--- src/rtl/fp_div_seq.sv ---
// Sequential IEEE-754 binary32 divider: 26-step radix-2 restoring mantissa divide,
// DAZ on inputs, FTZ on results, five rounding modes and a valid/ready handshake.
module fp_div_seq (
  input  logic        clk,
  input  logic        rst,
  input  logic        in_valid,
  output logic        in_ready,
  input  logic [31:0] fp_X,
  input  logic [31:0] fp_Y,
  input  logic [2:0]  r_mode,
  output logic        out_valid,
  input  logic        out_ready,
  output logic [31:0] fp_Z,
  output logic        ovrf,
  output logic        udrf,
  output logic        dbz
);

  typedef enum logic [2:0] {IDLE, UNPACK, DIV, ROUND, DONE} state_t;

  state_t             state_q, state_d;
  logic [31:0]        x_q, x_d, y_q, y_d, z_q, z_d;
  logic [2:0]         rm_q, rm_d, flags_q, flags_d;
  logic               sign_q, sign_d;
  logic signed [9:0]  exp_q, exp_d;
  logic [24:0]        rem_q, rem_d;
  logic [23:0]        div_q, div_d;
  logic [25:0]        quo_q, quo_d;
  logic [4:0]         cnt_q, cnt_d;

  // operand classification (denormals count as zero)
  logic x_max, y_max, x_zero, y_zero, x_nan, y_nan, x_inf, y_inf, sgn;
  logic [31:0] spec_z;
  logic        spec_dbz;

  // rounding datapath
  logic               norm, guard, sticky, inc, carry, to_inf;
  logic [22:0]        frac, mant;
  logic signed [9:0]  exp_n, exp_r;
  logic [31:0]        rnd_z;
  logic [2:0]         rnd_flags;
  logic [23:0]        diff;

  assign x_max  = &x_q[30:23];
  assign y_max  = &y_q[30:23];
  assign x_zero = ~|x_q[30:23];
  assign y_zero = ~|y_q[30:23];
  assign x_nan  = x_max & (|x_q[22:0]);
  assign y_nan  = y_max & (|y_q[22:0]);
  assign x_inf  = x_max & ~(|x_q[22:0]);
  assign y_inf  = y_max & ~(|y_q[22:0]);
  assign sgn    = x_q[31] ^ y_q[31];
  assign diff   = rem_q[23:0] - div_q;

  always_comb begin
    spec_dbz = 1'b0;
    if (x_nan | y_nan | (x_inf & y_inf) | (x_zero & y_zero)) spec_z = 32'h7FC0_0000;
    else if (x_inf)                                         spec_z = {sgn, 8'hFF, 23'd0};
    else if (y_zero) begin
      spec_z   = {sgn, 8'hFF, 23'd0};
      spec_dbz = 1'b1;
    end
    else                                                    spec_z = {sgn, 31'd0};
  end

  // The quotient is 1.x when its top bit is set, otherwise 0.1x and needs one left shift.
  always_comb begin
    norm   = quo_q[25];
    frac   = norm ? quo_q[24:2] : quo_q[23:1];
    guard  = norm ? quo_q[1] : quo_q[0];
    sticky = (norm & quo_q[0]) | (|rem_q);
    exp_n  = norm ? exp_q : exp_q - 10'sd1;
    case (rm_q)
      3'd1:    inc = 1'b0;
      3'd2:    inc = ~sign_q & (guard | sticky);
      3'd3:    inc = sign_q & (guard | sticky);
      3'd4:    inc = guard;
      default: inc = guard & (sticky | frac[0]);
    endcase
    {carry, mant} = {1'b0, frac} + {23'd0, inc};
    exp_r  = carry ? exp_n + 10'sd1 : exp_n;
    case (rm_q)
      3'd1:    to_inf = 1'b0;
      3'd2:    to_inf = ~sign_q;
      3'd3:    to_inf = sign_q;
      default: to_inf = 1'b1;
    endcase
    rnd_flags = 3'b000;
    if (exp_r >= 10'sd255) begin
      rnd_flags = 3'b100;
      rnd_z     = to_inf ? {sign_q, 8'hFF, 23'd0} : {sign_q, 8'hFE, 23'h7F_FFFF};
    end else if (exp_r <= 10'sd0) begin
      rnd_flags = 3'b010;
      rnd_z     = {sign_q, 31'd0};
    end else begin
      rnd_z     = {sign_q, exp_r[7:0], mant};
    end
  end

  // NOTE: every variable gets its hold value first so no path through the case infers a latch.
  always_comb begin
    state_d = state_q;
    x_d     = x_q;
    y_d     = y_q;
    rm_d    = rm_q;
    z_d     = z_q;
    flags_d = flags_q;
    sign_d  = sign_q;
    exp_d   = exp_q;
    rem_d   = rem_q;
    div_d   = div_q;
    quo_d   = quo_q;
    cnt_d   = cnt_q;
    case (state_q)
      IDLE: if (in_valid) begin
        x_d     = fp_X;
        y_d     = fp_Y;
        rm_d    = r_mode;
        state_d = UNPACK;
      end
      UNPACK: begin
        sign_d = sgn;
        exp_d  = $signed({2'b00, x_q[30:23]}) - $signed({2'b00, y_q[30:23]}) + 10'sd127;
        rem_d  = {2'b01, x_q[22:0]};
        div_d  = {1'b1, y_q[22:0]};
        quo_d  = '0;
        cnt_d  = '0;
        if (x_max | y_max | x_zero | y_zero) begin
          z_d     = spec_z;
          flags_d = {2'b00, spec_dbz};
          state_d = DONE;
        end else begin
          state_d = DIV;
        end
      end
      DIV: begin
        if (rem_q >= {1'b0, div_q}) begin
          quo_d = {quo_q[24:0], 1'b1};
          rem_d = {diff, 1'b0};
        end else begin
          quo_d = {quo_q[24:0], 1'b0};
          rem_d = {rem_q[23:0], 1'b0};
        end
        cnt_d = cnt_q + 5'd1;
        if (cnt_q == 5'd25) state_d = ROUND;
      end
      ROUND: begin
        z_d     = rnd_z;
        flags_d = rnd_flags;
        state_d = DONE;
      end
      DONE: if (out_ready) state_d = IDLE;
      default: state_d = IDLE;
    endcase
  end

  // NOTE: state registers use non-blocking assignments so every flop samples pre-edge values.
  always_ff @(posedge clk) begin
    if (rst) begin
      state_q <= IDLE;
      z_q     <= '0;
      flags_q <= '0;
    end else begin
      state_q <= state_d;
      z_q     <= z_d;
      flags_q <= flags_d;
    end
  end

  // NOTE: datapath registers are not reset; they are always loaded before they are read.
  always_ff @(posedge clk) begin
    x_q    <= x_d;
    y_q    <= y_d;
    rm_q   <= rm_d;
    sign_q <= sign_d;
    exp_q  <= exp_d;
    rem_q  <= rem_d;
    div_q  <= div_d;
    quo_q  <= quo_d;
    cnt_q  <= cnt_d;
  end

  assign in_ready  = (state_q == IDLE);
  assign out_valid = (state_q == DONE);
  assign fp_Z      = z_q;
  assign ovrf      = out_valid & flags_q[2];
  assign udrf      = out_valid & flags_q[1];
  assign dbz       = out_valid & flags_q[0];

endmodule

--- config.mk ---
export PLATFORM = sky130hd
export DESIGN_NAME = fp_div_seq
export DESIGN_NICKNAME = d
export VERILOG_FILES = /design/src/rtl/fp_div_seq.sv
export SDC_FILE = /design/constraint.sdc
export NUM_CORES = 1
export LEC_CHECK = 0
export ABC_AREA = 1
export BUFFER_PORTS_ARGS = -buffer_cell sky130_fd_sc_hd__buf_4
export CORE_ASPECT_RATIO = 0.75
export CORE_MARGIN = 2
export CORE_UTILIZATION = 50
export CTS_BUF_LIST = sky130_fd_sc_hd__clkbuf_2
export CTS_CLUSTER_SIZE = 28
export DETAILED_ROUTE_END_ITERATION = 10
export PLACE_DENSITY = 0.78
export SYNTH_ARGS = -nofsm -noshare
export SYNTH_HDL_FRONTEND = slang
export SYNTH_SLANG_ARGS = --single-unit
export TNS_END_PERCENT = 5
--- constraint.sdc ---
create_clock -name clk -period 5.6 [get_ports clk]
set_input_delay 0.56 -clock clk [delete_from_list [all_inputs] [get_ports clk]]
set_output_delay 0.56 -clock clk [all_outputs]
set_load 0.01 [all_outputs]
Word level (Yosys, flattened, before mapping):

Index checks and enable logic that the tools add are counted.

* bits in registers: 195

* equality and inequality tests: 13
* reduce and logical (&&, ||, !) cells: 15
* muxes and demuxes: 31
* bitwise logic cells: 26
* magnitude comparators: 3
* add/subtract/negate cells: 7

Operator list (number)
* two-way mux 31 bit: 4
* two-way mux 32 bit: 2
* one-hot mux 32 bit (2 select lines): 1
* one-hot mux 26 bit (2 select lines): 1
* one-hot mux 25 bit (2 select lines): 1
* OR reduction 23 bit: 2
* greater-or-equal comparator 25 x 24 -> 1 bit: 1
* two-way mux 25 bit: 1
* OR reduction 25 bit: 1
* adder 23 x 1 -> 24 bit: 1
* two-way mux 24 bit: 1
* subtractor 24 bit: 1
* two-way mux 23 bit: 1
* two-way mux 10 bit: 2
* two-way mux 3 bit: 6
* AND reduction 8 bit: 2
* OR reduction 8 bit: 2
* one-hot mux 3 bit (5 select lines): 1
* bitwise AND 1 bit: 13
* == test 3 x 2 -> 1 bit (second input constant): 4
* adder 10 x 2 -> 10 bit (second input constant): 1
* adder 9 x 8 -> 10 bit (second input constant): 1
* greater-or-equal comparator 10 x 9 -> 1 bit (second input constant): 1
* <= comparator 10 x 1 -> 1 bit (second input constant): 1
* other kinds (22): 43

Depth between registers and ports, before layout:

Gate-level depths: netlist of run 1.

* depth in word-level cells: 11
* depth in mapped cells: 27
* depth with buffers taken out: 24

Worst setup path before layout of run 1:

Ideal clock, no wire load.

* path kind: input port to flip-flop
* start point: input port in_valid
* end point: register rm_q[0], enable pin
* library setup time: 0.574 ns
* stages: 2
* buffers on the path: 0
* slack: -0.119 ns
* data required time: 5.026 ns
* arrival: 5.144 ns
* path through: inv_1 -> nor3_1

* longest elaborated chain between the ends: 1

Ends and longest elaborated chain
* start, declared: RTL line 6 `input logic in_valid,`
* AND reduction 2 bit (no source line)
* end signal, assigned: RTL line 174 `rm_q <= rm_d;`
* end, declared: RTL line 23 `logic [2:0] rm_q, rm_d, flags_q, flags_d;`

Every way passes these cells.
A chain may end at the register's enable or synchronous reset.

Final worst setup path of run 1:

* start point: register quo_q[25]
* end point: register z_q[1] (netlist: fp_Z[1])

* longest elaborated chain between the ends: 11
* elaborated cells between the ends (all ways): 19

Ends and longest elaborated chain
* start, declared: RTL line 28 `logic [25:0] quo_q, quo_d;`
* start signal, assigned: RTL line 179 `quo_q <= quo_d;`
* bitwise AND 1 bit: RTL line 71 `sticky = (norm & quo_q[0]) | (|rem_q);`
* OR 1 bit: RTL line 71
* OR 1 bit (on tied branches): RTL line 78, 75, 76
* bitwise AND 1 bit (on tied branches): RTL line 78, 75, 76
* one-hot mux 1 bit (4 select lines): RTL line 73 `case (rm_q)`
* adder 23 x 1 -> 24 bit: RTL line 80 `{carry, mant} = {1'b0, frac} + {23'd0, inc};`
* two-way mux 10 bit: RTL line 81 `exp_r = carry ? exp_n + 10'sd1 : exp_n;`
* <= comparator 10 x 1 -> 1 bit: RTL line 92 `end else if (exp_r <= 10'sd0) begin`
* two-way mux 31 bit: RTL line 92
* two-way mux 31 bit (*): RTL line 89 `if (exp_r >= 10'sd255) begin`
* one-hot mux 32 bit (2 select lines) (*): RTL line 114 `case (state_q)`
* end signal, assigned: RTL line 165 `z_q <= z_d;`
* end, declared: RTL line 22 `logic [31:0] x_q, x_d, y_q, y_d, z_q, z_d;`

Every way passes the cells marked *; elsewhere a longest branch is shown, timed or not.

==> flow_metrics.env, run 1 <==
export IMPL_status="complete, no violations"
export IMPL_fp_coreArea_sq_um=21120
export IMPL_h_tree_depth=4
export IMPL_grt_pass1_wl_mm=39.21
export IMPL_tns_ns=0
export IMPL_gp_congestion=0.9443
export IMPL_setup_viol=0
export IMPL_pwr_share_seq_pct=43.8
export IMPL_avgSynthCellArea_sq_um=8.933
export IMPL_drive_above_1_share_pct=14.96
export IMPL_avgRoutedWirePerCell_microns=14.48
export IMPL_port_buffers=107
export IMPL_rows=46
export IMPL_hold_viol=0
export IMPL_synthTopCellsByArea="edfxtp_1, nand2_1, dfxtp_1, inv_1, ha_1"
export IMPL_syn_nets=1315
export IMPL_ys_seq_area_share_pct=50.91
export IMPL_pwr_share_comb_pct=38.8
export IMPL_dieArea_sq_um=22710
export IMPL_fin_cells=1673
export IMPL_p_int_mw=2.924
export IMPL_synth_top_cell_by_area="edfxtp_1"
export IMPL_vias=8620
export IMPL_pwr_share_clk_pct=17.4
export IMPL_drt_iter0_drc=738
export IMPL_cts_setup_buffers=0
export IMPL_ant_nets=0
export IMPL_area_delta_synth_final_pct=18.67
export IMPL_setup_slack_ns=1.861
export IMPL_cp_max_fo=29
export IMPL_die_h_microns=131.0
export IMPL_whs_ns=0.1489
export IMPL_rsz0062_at_grt="false"
export IMPL_clk_pin_slew_ns=0.32
export IMPL_slew_limit_headroom_pct=29.42
export IMPL_routed_wl_mm=24.23
export IMPL_drc=0
export IMPL_power_leakage_nw=5.407
export IMPL_p_per_area_nw_per_um2=378.8
export IMPL_routed_top_layer="met4"
export IMPL_vdd_ir_drop_max_v=0.0001988
export IMPL_switching_share_pct=39.53
export IMPL_cp_end_kind="flop"
export IMPL_antenna_found_initial=1
export IMPL_fin_nets=1482
export IMPL_synth_seq_cells=195
export IMPL_fin_crit_sh_pct=66.77
export IMPL_clockRootBuffer="clkbuf_2"
export IMPL_area_sequential_sq_um=5475
export IMPL_yosys_warnings=0
export IMPL_cts_buffers=17
export IMPL_place_inst=1572
export IMPL_fmax_mhz=267.4
export IMPL_layout_commonest_cell="nand2_1"
export IMPL_viasPerCell=5.152
export IMPL_first_pass_iters=5
export IMPL_syn_cell_area_sq_um=10760
export IMPL_dp_hpwl_mm=16.69
export IMPL_start_kind="flop"
export IMPL_grt_pass1_vias=8099
export IMPL_maxCapViolCount=0
export IMPL_clkLatencyLatePin_ns=0.78
export IMPL_place_ws_ns=1.924
export IMPL_arrival_ns=4.45
export IMPL_synth_top_area_share_pct=43.83
export IMPL_met3_length_mm=1.414
export IMPL_max_clock_path_buffers=2
export IMPL_finClkSkew_ns=0.04532
export IMPL_multi_input_area_sq_um=4429
export IMPL_syn_inst=1204
export IMPL_tightest_slew_ns=1.056
export IMPL_met1_length_mm=11.42
export IMPL_worstPathRequired_ns=6.31
export IMPL_clkSinkCount=195
export IMPL_synth_cell_type_count=47
export IMPL_die_x_microns=173.4
export IMPL_final_cell_mix="nand2_1, inv_1, edfxtp_1"
export IMPL_hp_class="in2reg"
export IMPL_critPathKind="reg2reg"
export IMPL_initial_core_util_pct=50.92
export IMPL_ff2ff_setup_slack_ns=1.86
export IMPL_io_pins=108
export IMPL_switchingPower_mw=1.912
export IMPL_slew_viol_final=0
export IMPL_grt_max_degree=68
export IMPL_track_usage_pct=21.67
export IMPL_wl_met2_mm=11.08
export IMPL_period_needed_ns=3.739
export IMPL_cts_tree="done"
export IMPL_grt_overflow_total=0
export IMPL_fillCellCount=1749
layout make-up:
type / count / share of cell area (%)
Inverter: 175 / 5.147
Antenna cell: 1 / 0.01961
Sequential cell: 195 / 42.90
Clock buffer: 17 / 0.6666
Timing Repair Buffer: 182 / 12.04
Multi-Input combinational cell: 800 / 34.70
Tap cell: 288 / 2.823
Clock inverter: 15 / 1.706
registers in the layout, indices dropped and copies added, names as in the netlist:
register and count:
rem_q 25, exp_q 10, sign_q 1, quo_q 26
y_q 32, div_q 23, flags_q 3, cnt_q 5
fp_Z 32, x_q 32, state_q 3, rm_q 3
cell families (layout without fill, tap and decap cells):
family,Yosys count,count (layout),synth area share [%]
adders and majority gates,40,40,4.793
and+or+nand+nor,470,470,19.50
AOI/OAI and AO/OA,235,235,12.06
DFF,195,195,50.91
other,0,1,0
buffers and inverters,209,389,8.190
xor gates and xnor gates,55,55,4.549
cell usage after synthesis, drive strengths merged:
master	count
a211oi	2
o21ai	118
a22o	1
a21oi	91
a21boi	1
clkinv	1
nand3b	3
nand3	40
xnor2	22
nor4	18
a21o	3
o22ai	2
nor3	15
nand4	21
o21a	1
or2	3
o2111ai	1
nand2	250
a22oi	1
o211ai	9
o21bai	5
xor2	33
dfxtp	38
ha	38
fa	2
nor2	120
edfxtp	157
inv	174
clkbuf	19
buf	15
power groups by stage:
| stage | clock [mW] | combinational, mW | sequential [mW] |
|---|---|---|---|
| detailed placement | 0 | 1.82 | 2.14 |
| finish | 0.841 | 1.88 | 2.12 |
| floorplan | 0 | 1.45 | 2.12 |
| CTS | 0.849 | 1.87 | 2.11 |
| global placement | 0 | 1.78 | 2.13 |
| global route | 0.912 | 2.12 | 2.15 |
final timing paths:
path | from | to | cells past startpoint
min | rst | fp_Z[9]$_SDFFE_PP0P_ | 2
max reg2reg | quo_q[25]$_SDFFCE_PN0P_ | fp_Z[1]$_SDFFE_PP0P_ | 16
max | quo_q[25]$_SDFFCE_PN0P_ | fp_Z[1]$_SDFFE_PP0P_ | 16
min reg2reg | fp_Z[17]$_SDFFE_PP0P_ | fp_Z[17]$_SDFFE_PP0P_ | 2
worst max-delay path: stages (launching register included):
cell	delay, ns
edfxtp_1	0.92
inv_2	0.23
o21ai_0	0.24
a22o_1	0.16
ha_1	0.17
nand3_2	0.13
clkinv_1	0.11
nand2_4	0.08
nor2_2	0.13
nand3_1	0.11
nor2_1	0.10
nand3_1	0.11
xor2_2	0.29
nand2_2	0.42
o21ai_0	0.29
nand2_1	0.07
a21oi_1	0.13
timing repair:
| item | CTS | global route |
|---|---|---|
| hold buffers | 68 | 0 |
| gates resized for setup | 0 | 0 |
| endpoints found under the hold margin | 68 | 0 |
per-layer routing:
metal | vias to the layer above | GRT usage, %
met5 | - | 0
met4 | 0 | 5.783
met3 | 23 | 4.369
met2 | 228 | 36.05
met1 | 4015 | 29.35
li1 | 4354 | -
through the flow:
step	util, %	power [mW]	instance area (sq um)
3_5_place_dp	55.76	3.961	11780
2_1_floorplan	-	3.565	10760
3_3_place_gp	55.76	3.915	11780
6_report	60.43	4.835	12760
5_1_grt	60.43	5.183	12760
4_1_cts	60.41	4.828	12760
No activity file was read; power rests on OpenSTA's default activity.
==> run 2: changes to the inputs <==
==> constraint.sdc (replaced) <==
create_clock -name clk -period 3.23 [get_ports clk]
set_input_delay 0.323 -clock clk [delete_from_list [all_inputs] [get_ports clk]]
set_output_delay 0.323 -clock clk [all_outputs]
set_load 0.01 [all_outputs]
==> flow_metrics.env, run 2 (same netlist as run 1, synthesis figures left out) <==
export IMPL_finClkSkew_ns=0.05780
export IMPL_viasPerCell=5.219
export IMPL_fillCellCount=1722
export IMPL_io_pins=108
export IMPL_fin_crit_sh_pct=100.2
export IMPL_grt_overflow_total=0
export IMPL_initial_core_util_pct=50.92
export IMPL_drc=2
export IMPL_status="complete, but fails checks"
export IMPL_worstPathRequired_ns=3.98
export IMPL_antenna_found_initial=2
export IMPL_grt_max_degree=68
export IMPL_cp_endpoint="fp_Z[6]$_SDFFE_PP0P_"
export IMPL_cts_buffers=17
export IMPL_fin_cells=1715
export IMPL_dp_hpwl_mm=17.25
export IMPL_clockRootBuffer="clkbuf_2"
export IMPL_die_x_microns=173.4
export IMPL_arrival_ns=3.99
export IMPL_rows=46
export IMPL_critPathSlowestCell="edfxtp_1"
export IMPL_first_pass_iters=10
export IMPL_ff2ff_setup_slack_ns=-0.008
export IMPL_timing_rr_start="rem_q[2]$_DFFE_PP_"
export IMPL_slew_viol_final=0
export IMPL_vias=8950
export IMPL_routed_wl_mm=25.82
export IMPL_critPathBufInv=4
export IMPL_avgRoutedWirePerCell_microns=15.05
export IMPL_cp_end_kind="flop"
export IMPL_area_delta_synth_final_pct=24.13
export IMPL_period_needed_ns=3.238
export IMPL_ant_nets=0
export IMPL_track_usage_pct=22.25
export IMPL_grt_pass1_wl_mm=40.30
export IMPL_hold_viol=0
export IMPL_fp_coreArea_sq_um=21120
export IMPL_cts_tree="done"
export IMPL_dieArea_sq_um=22710
export IMPL_setup_slack_ns=-0.007604
export IMPL_hold_path_cell_count=2
export IMPL_r2r_cells=21
export IMPL_start_kind="flop"
export IMPL_drt_iter0_drc=707
export IMPL_clkSinkCount=195
export IMPL_max_clock_path_buffers=2
export IMPL_tightest_slew_ns=1.154
export IMPL_clk_pin_slew_ns=0.31
export IMPL_hp_class="in2reg"
export IMPL_vdd_ir_drop_max_v=0.0003743
export IMPL_maxCapViolCount=0
export IMPL_cp_top_family="simple AND/OR/NAND/NOR gates"
export IMPL_whs_ns=0.2198
export IMPL_cp_startpoint="rem_q[2]$_DFFE_PP_"
export IMPL_cp_max_fo=8
export IMPL_path_cells="nor4_2, buf_4, nand4_1, nor2_1, o21ai_1, a22o_1, ha_4, nand3_4, inv_4, nand2_4, nor2_4, nand3_2, nor2_2, nand3_2, xor2_4, buf_4, nand2_4, buf_12, o21ai_0, nand2_1, a21oi_1"
export IMPL_setup_viol=1
export IMPL_drive_above_1_share_pct=19.23
export IMPL_die_h_microns=131.0
export IMPL_port_buffers=107
export IMPL_layout_commonest_cell="nand2_1"
export IMPL_clkLatencyLatePin_ns=0.80
export IMPL_violations="DRC, setup timing"
export IMPL_critPathKind="reg2reg"
export IMPL_place_inst=1591
export IMPL_min_from="fp_X[24]"
export IMPL_place_ws_ns=-0.04063
export IMPL_gp_congestion=0.9097
export IMPL_slew_limit_headroom_pct=22.77
export IMPL_fin_nets=1523
export IMPL_p_per_area_nw_per_um2=649.4
export IMPL_final_cell_mix="nand2_1, inv_1, edfxtp_1"
export IMPL_cpPeakStageDelay_ns=0.50
export IMPL_cp_depth=21
export IMPL_worst_r2r_endpoint="fp_Z[6]$_SDFFE_PP0P_"
export IMPL_h_tree_depth=4
export IMPL_grt_pass1_vias=8344
export IMPL_fmax_mhz=308.9
export IMPL_power_leakage_nw=5.660
export IMPL_rsz0062_at_grt="true"
==> run 2: where the power goes <==
part	leakage [nW]	total (mW)	switching [mW]	internal [mW]
logic	3.70	3.68	2.29	1.39
clock network	0.166	1.34	0.921	0.424
registers	1.80	3.65	0.280	3.37
total	5.66	8.67	3.49	5.18
==> run 2: final cells by class <==
class	instances	area [sq um]	area share, %
multi-input combinational	801	4621	34.61
clock buffer	17	85.08	0.6373
timing repair buffer	222	1953	14.63
inverter	175	666.9	4.995
tap	288	360.3	2.699
antenna	2	5.005	0.03749
sequential	195	5475	41.01
clock inverter	15	183.9	1.378
==> run 2: how the worst min path moves through the flow <==
stage,end
2_1_floorplan,state_q[0]$_SDFFE_PP0P_
6_report,x_q[24]$_DFFE_PP_
3_5_place_dp,div_q[22]$_DFFE_PP_
5_1_grt,x_q[12]$_DFFE_PP_
4_1_cts,y_q[14]$_DFFE_PP_
3_3_place_gp,div_q[17]$_DFFE_PP_
==> run 2: worst reg2reg max path, stage by stage, from the launching register on <==
cell and delay (ns):
edfxtp_1 0.50, nor4_2 0.33, buf_4 0.17, nand4_1 0.09, nor2_1 0.15, o21ai_1 0.08, a22o_1 0.23, ha_4 0.18
nand3_4 0.11, inv_4 0.04, nand2_4 0.10, nor2_4 0.04, nand3_2 0.07, nor2_2 0.04, nand3_2 0.10, xor2_4 0.17
buf_4 0.15, nand2_4 0.09, buf_12 0.16, o21ai_0 0.15, nand2_1 0.09, a21oi_1 0.17
==> run 2: repair_timing <==
item,CTS,global route
endpoints found under the setup margin,13,46
setup buffers,1,14
resized for setup,1,57
cloned,0,5
pin swaps,0,20
hold buffers,71,0
endpoints found under the hold margin,98,0
==> run 2: metal layers <==
| metal | routed length, microns | GRT usage [%] |
|---|---|---|
| met1 | 11600 | 30.30 |
| met2 | 12140 | 37.81 |
| met3 | 1753 | 3.762 |
| met4 | 324 | 5.085 |
| met5 | 0 | 0 |
==> run 2: stage by stage <==
step / setup TNS (ns) / cell area, sq um / total power, mW / util, %
3_5_place_dp: -0.3036 / 11960 / 6.976 / 56.61
3_3_place_gp: 0 / 11960 / 6.879 / 56.61
6_report: -0.007604 / 13350 / 8.670 / 63.20
5_1_grt: -3.002 / 13350 / 9.273 / 63.20
2_1_floorplan: -32.38 / 10760 / 6.166 / -
4_1_cts: 0 / 12950 / 8.368 / 61.31
==> run 3: changes to the inputs <==
--- a/config.mk
+++ b/config.mk
@@ -14,6 +14,8 @@
 export CTS_CLUSTER_SIZE = 28
 export DETAILED_ROUTE_END_ITERATION = 10
 export PLACE_DENSITY = 0.78
+export RECOVER_POWER = 100
+export SLEW_MARGIN = 20
 export SYNTH_ARGS = -nofsm -noshare
 export SYNTH_HDL_FRONTEND = slang
 export SYNTH_SLANG_ARGS = --single-unit
==> flow_metrics.env, run 3 (same netlist as run 1, synthesis figures left out) <==
export IMPL_status="complete, but fails checks"
export IMPL_violations="capacitance limit, slew limit"
export IMPL_grt_overflow_total=0
export IMPL_path_cells="nor4_2, buf_4, nand4_1, nor2_1, o21ai_1, a22o_1, ha_4, nand3_4, inv_4, nand2_4, nor2_4, nand3_2, nor2_2, nand3_2, xor2_4, buf_4, nand2_4, buf_12, o21ai_0, nand2_1, a21oi_1"
export IMPL_vdd_ir_drop_max_v=0.0003731
export IMPL_die_x_microns=173.4
export IMPL_h_tree_depth=4
export IMPL_cp_end_kind="flop"
export IMPL_maxCapViolCount=3
export IMPL_rows=46
export IMPL_port_buffers=107
export IMPL_start_kind="flop"
export IMPL_cts_tree="done"
export IMPL_slew_viol_final=103
export IMPL_fin_nets=1524
export IMPL_hp_class="in2reg"
export IMPL_tightest_slew_ns=1.808
export IMPL_fmax_mhz=310.4
export IMPL_routed_wl_mm=25.74
export IMPL_area_delta_synth_final_pct=22.61
export IMPL_drc=0
export IMPL_cts_buffers=17
export IMPL_power_leakage_nw=5.477
export IMPL_p_per_area_nw_per_um2=655.0
export IMPL_initial_core_util_pct=50.92
export IMPL_hold_viol=0
export IMPL_clkSinkCount=195
export IMPL_clkLatencyLatePin_ns=0.79
export IMPL_first_pass_iters=8
export IMPL_fp_coreArea_sq_um=21120
export IMPL_ant_nets=0
export IMPL_gp_congestion=0.9097
export IMPL_track_usage_pct=22.25
export IMPL_viasPerCell=5.243
export IMPL_setup_viol=0
export IMPL_arrival_ns=3.97
export IMPL_max_clock_path_buffers=2
export IMPL_clockRootBuffer="clkbuf_2"
export IMPL_die_h_microns=131.0
export IMPL_worstPathRequired_ns=3.98
export IMPL_p_total_mw=8.638
export IMPL_critPathBufInv=4
export IMPL_critPathKind="reg2reg"
export IMPL_layout_commonest_cell="nand2_1"
export IMPL_dp_hpwl_mm=17.25
export IMPL_grt_max_degree=68
export IMPL_cp_max_fo=8
export IMPL_io_pins=108
export IMPL_finClkSkew_ns=0.05399
export IMPL_antenna_found_initial=2
export IMPL_slew_limit_headroom_pct=-21.32
export IMPL_clk_pin_slew_ns=0.32
export IMPL_drt_iter0_drc=734
export IMPL_cpPeakStageDelay_ns=0.50
export IMPL_drive_above_1_share_pct=16.27
export IMPL_whs_ns=0.2437
export IMPL_final_core_util_pct=62.43
export IMPL_ff2ff_setup_slack_ns=0.008
export IMPL_avgRoutedWirePerCell_microns=15.00
export IMPL_dieArea_sq_um=22710
export IMPL_grt_pass1_vias=8344
export IMPL_rsz0062_at_grt="true"
export IMPL_vias=8997
export IMPL_critPathSlowestCell="edfxtp_1"
export IMPL_tns_ns=0
export IMPL_fin_crit_sh_pct=99.74
export IMPL_period_needed_ns=3.222
export IMPL_grt_pass1_wl_mm=40.30
export IMPL_cp_top_family="simple AND/OR/NAND/NOR gates"
export IMPL_final_cell_mix="nand2_1, inv_1, edfxtp_1"
run 3: changes by cell type in the layout (fill, tap and decap cells not counted):
cell      change
buf_4       -110
clkbuf_4     +68
clkbuf_1     +41
clkbuf_2      +2
buf_12        -1
buf_16        +1
nor2_1        +1
nor2_4        -1
o21ai_1       +1
o21ai_4       -1
run 3: layer usage:
layer / part of all wire (%) / up-vias / global-route usage [%]
met1: 46 / 4179 / 30.30
met3: 6.5 / 31 / 3.762
met5: 0 / - / 0
met4: 1.3 / 0 / 5.085
li1: - / 4459 / -
met2: 46 / 328 / 37.81
run 3: cell type report:
class / count / area [sq um]
multi-input combinational: 801 / 4602
clock buffer: 17 / 85.08
fill: 1781 / 7935
clock inverter: 15 / 183.9
sequential: 195 / 5475
inverter: 175 / 666.9
antenna: 2 / 5.005
tap: 288 / 360.3
timing repair buffer: 223 / 1809
run 3: final timing paths:
check / endpoint / start / cells after the start
setup reg to reg: fp_Z[6]$_SDFFE_PP0P_ / rem_q[2]$_DFFE_PP_ / 21
hold reg to reg: flags_q[0]$_SDFFE_PP0P_ / flags_q[0]$_SDFFE_PP0P_ / 2
hold / removal: x_q[24]$_DFFE_PP_ / fp_X[24] / 2
setup / recovery: fp_Z[6]$_SDFFE_PP0P_ / rem_q[2]$_DFFE_PP_ / 21
run 3: stage by stage:
step | std cells | cell area (sq um) | worst slack (ns)
detailed placement | 1591 | 11960 | -0.04063
floorplan | 1204 | 10760 | -0.2765
global route | 1716 | 13190 | -0.1994
finish | 1716 | 13190 | 0.008326
global placement | 1591 | 11960 | 0.1175
CTS | 1695 | 12950 | 0.03053
run 3: report_power, final:
group,internal [mW],switching (mW),leakage (nW)
clock,0.424,0.916,0.166
sequential,3.38,0.275,1.80
combinational,1.36,2.28,3.51
total,5.16,3.47,5.48
run 3: what timing repair did:
action                                  in CTS  in global routing
pin swaps                                    0                 20
resized for setup                            1                 57
hold endpoints to repair                    98                  0
buffers inserted                             1                 14
endpoints found under the setup margin      13                 46
cloned                                       0                  5
hold buffers                                71                  0
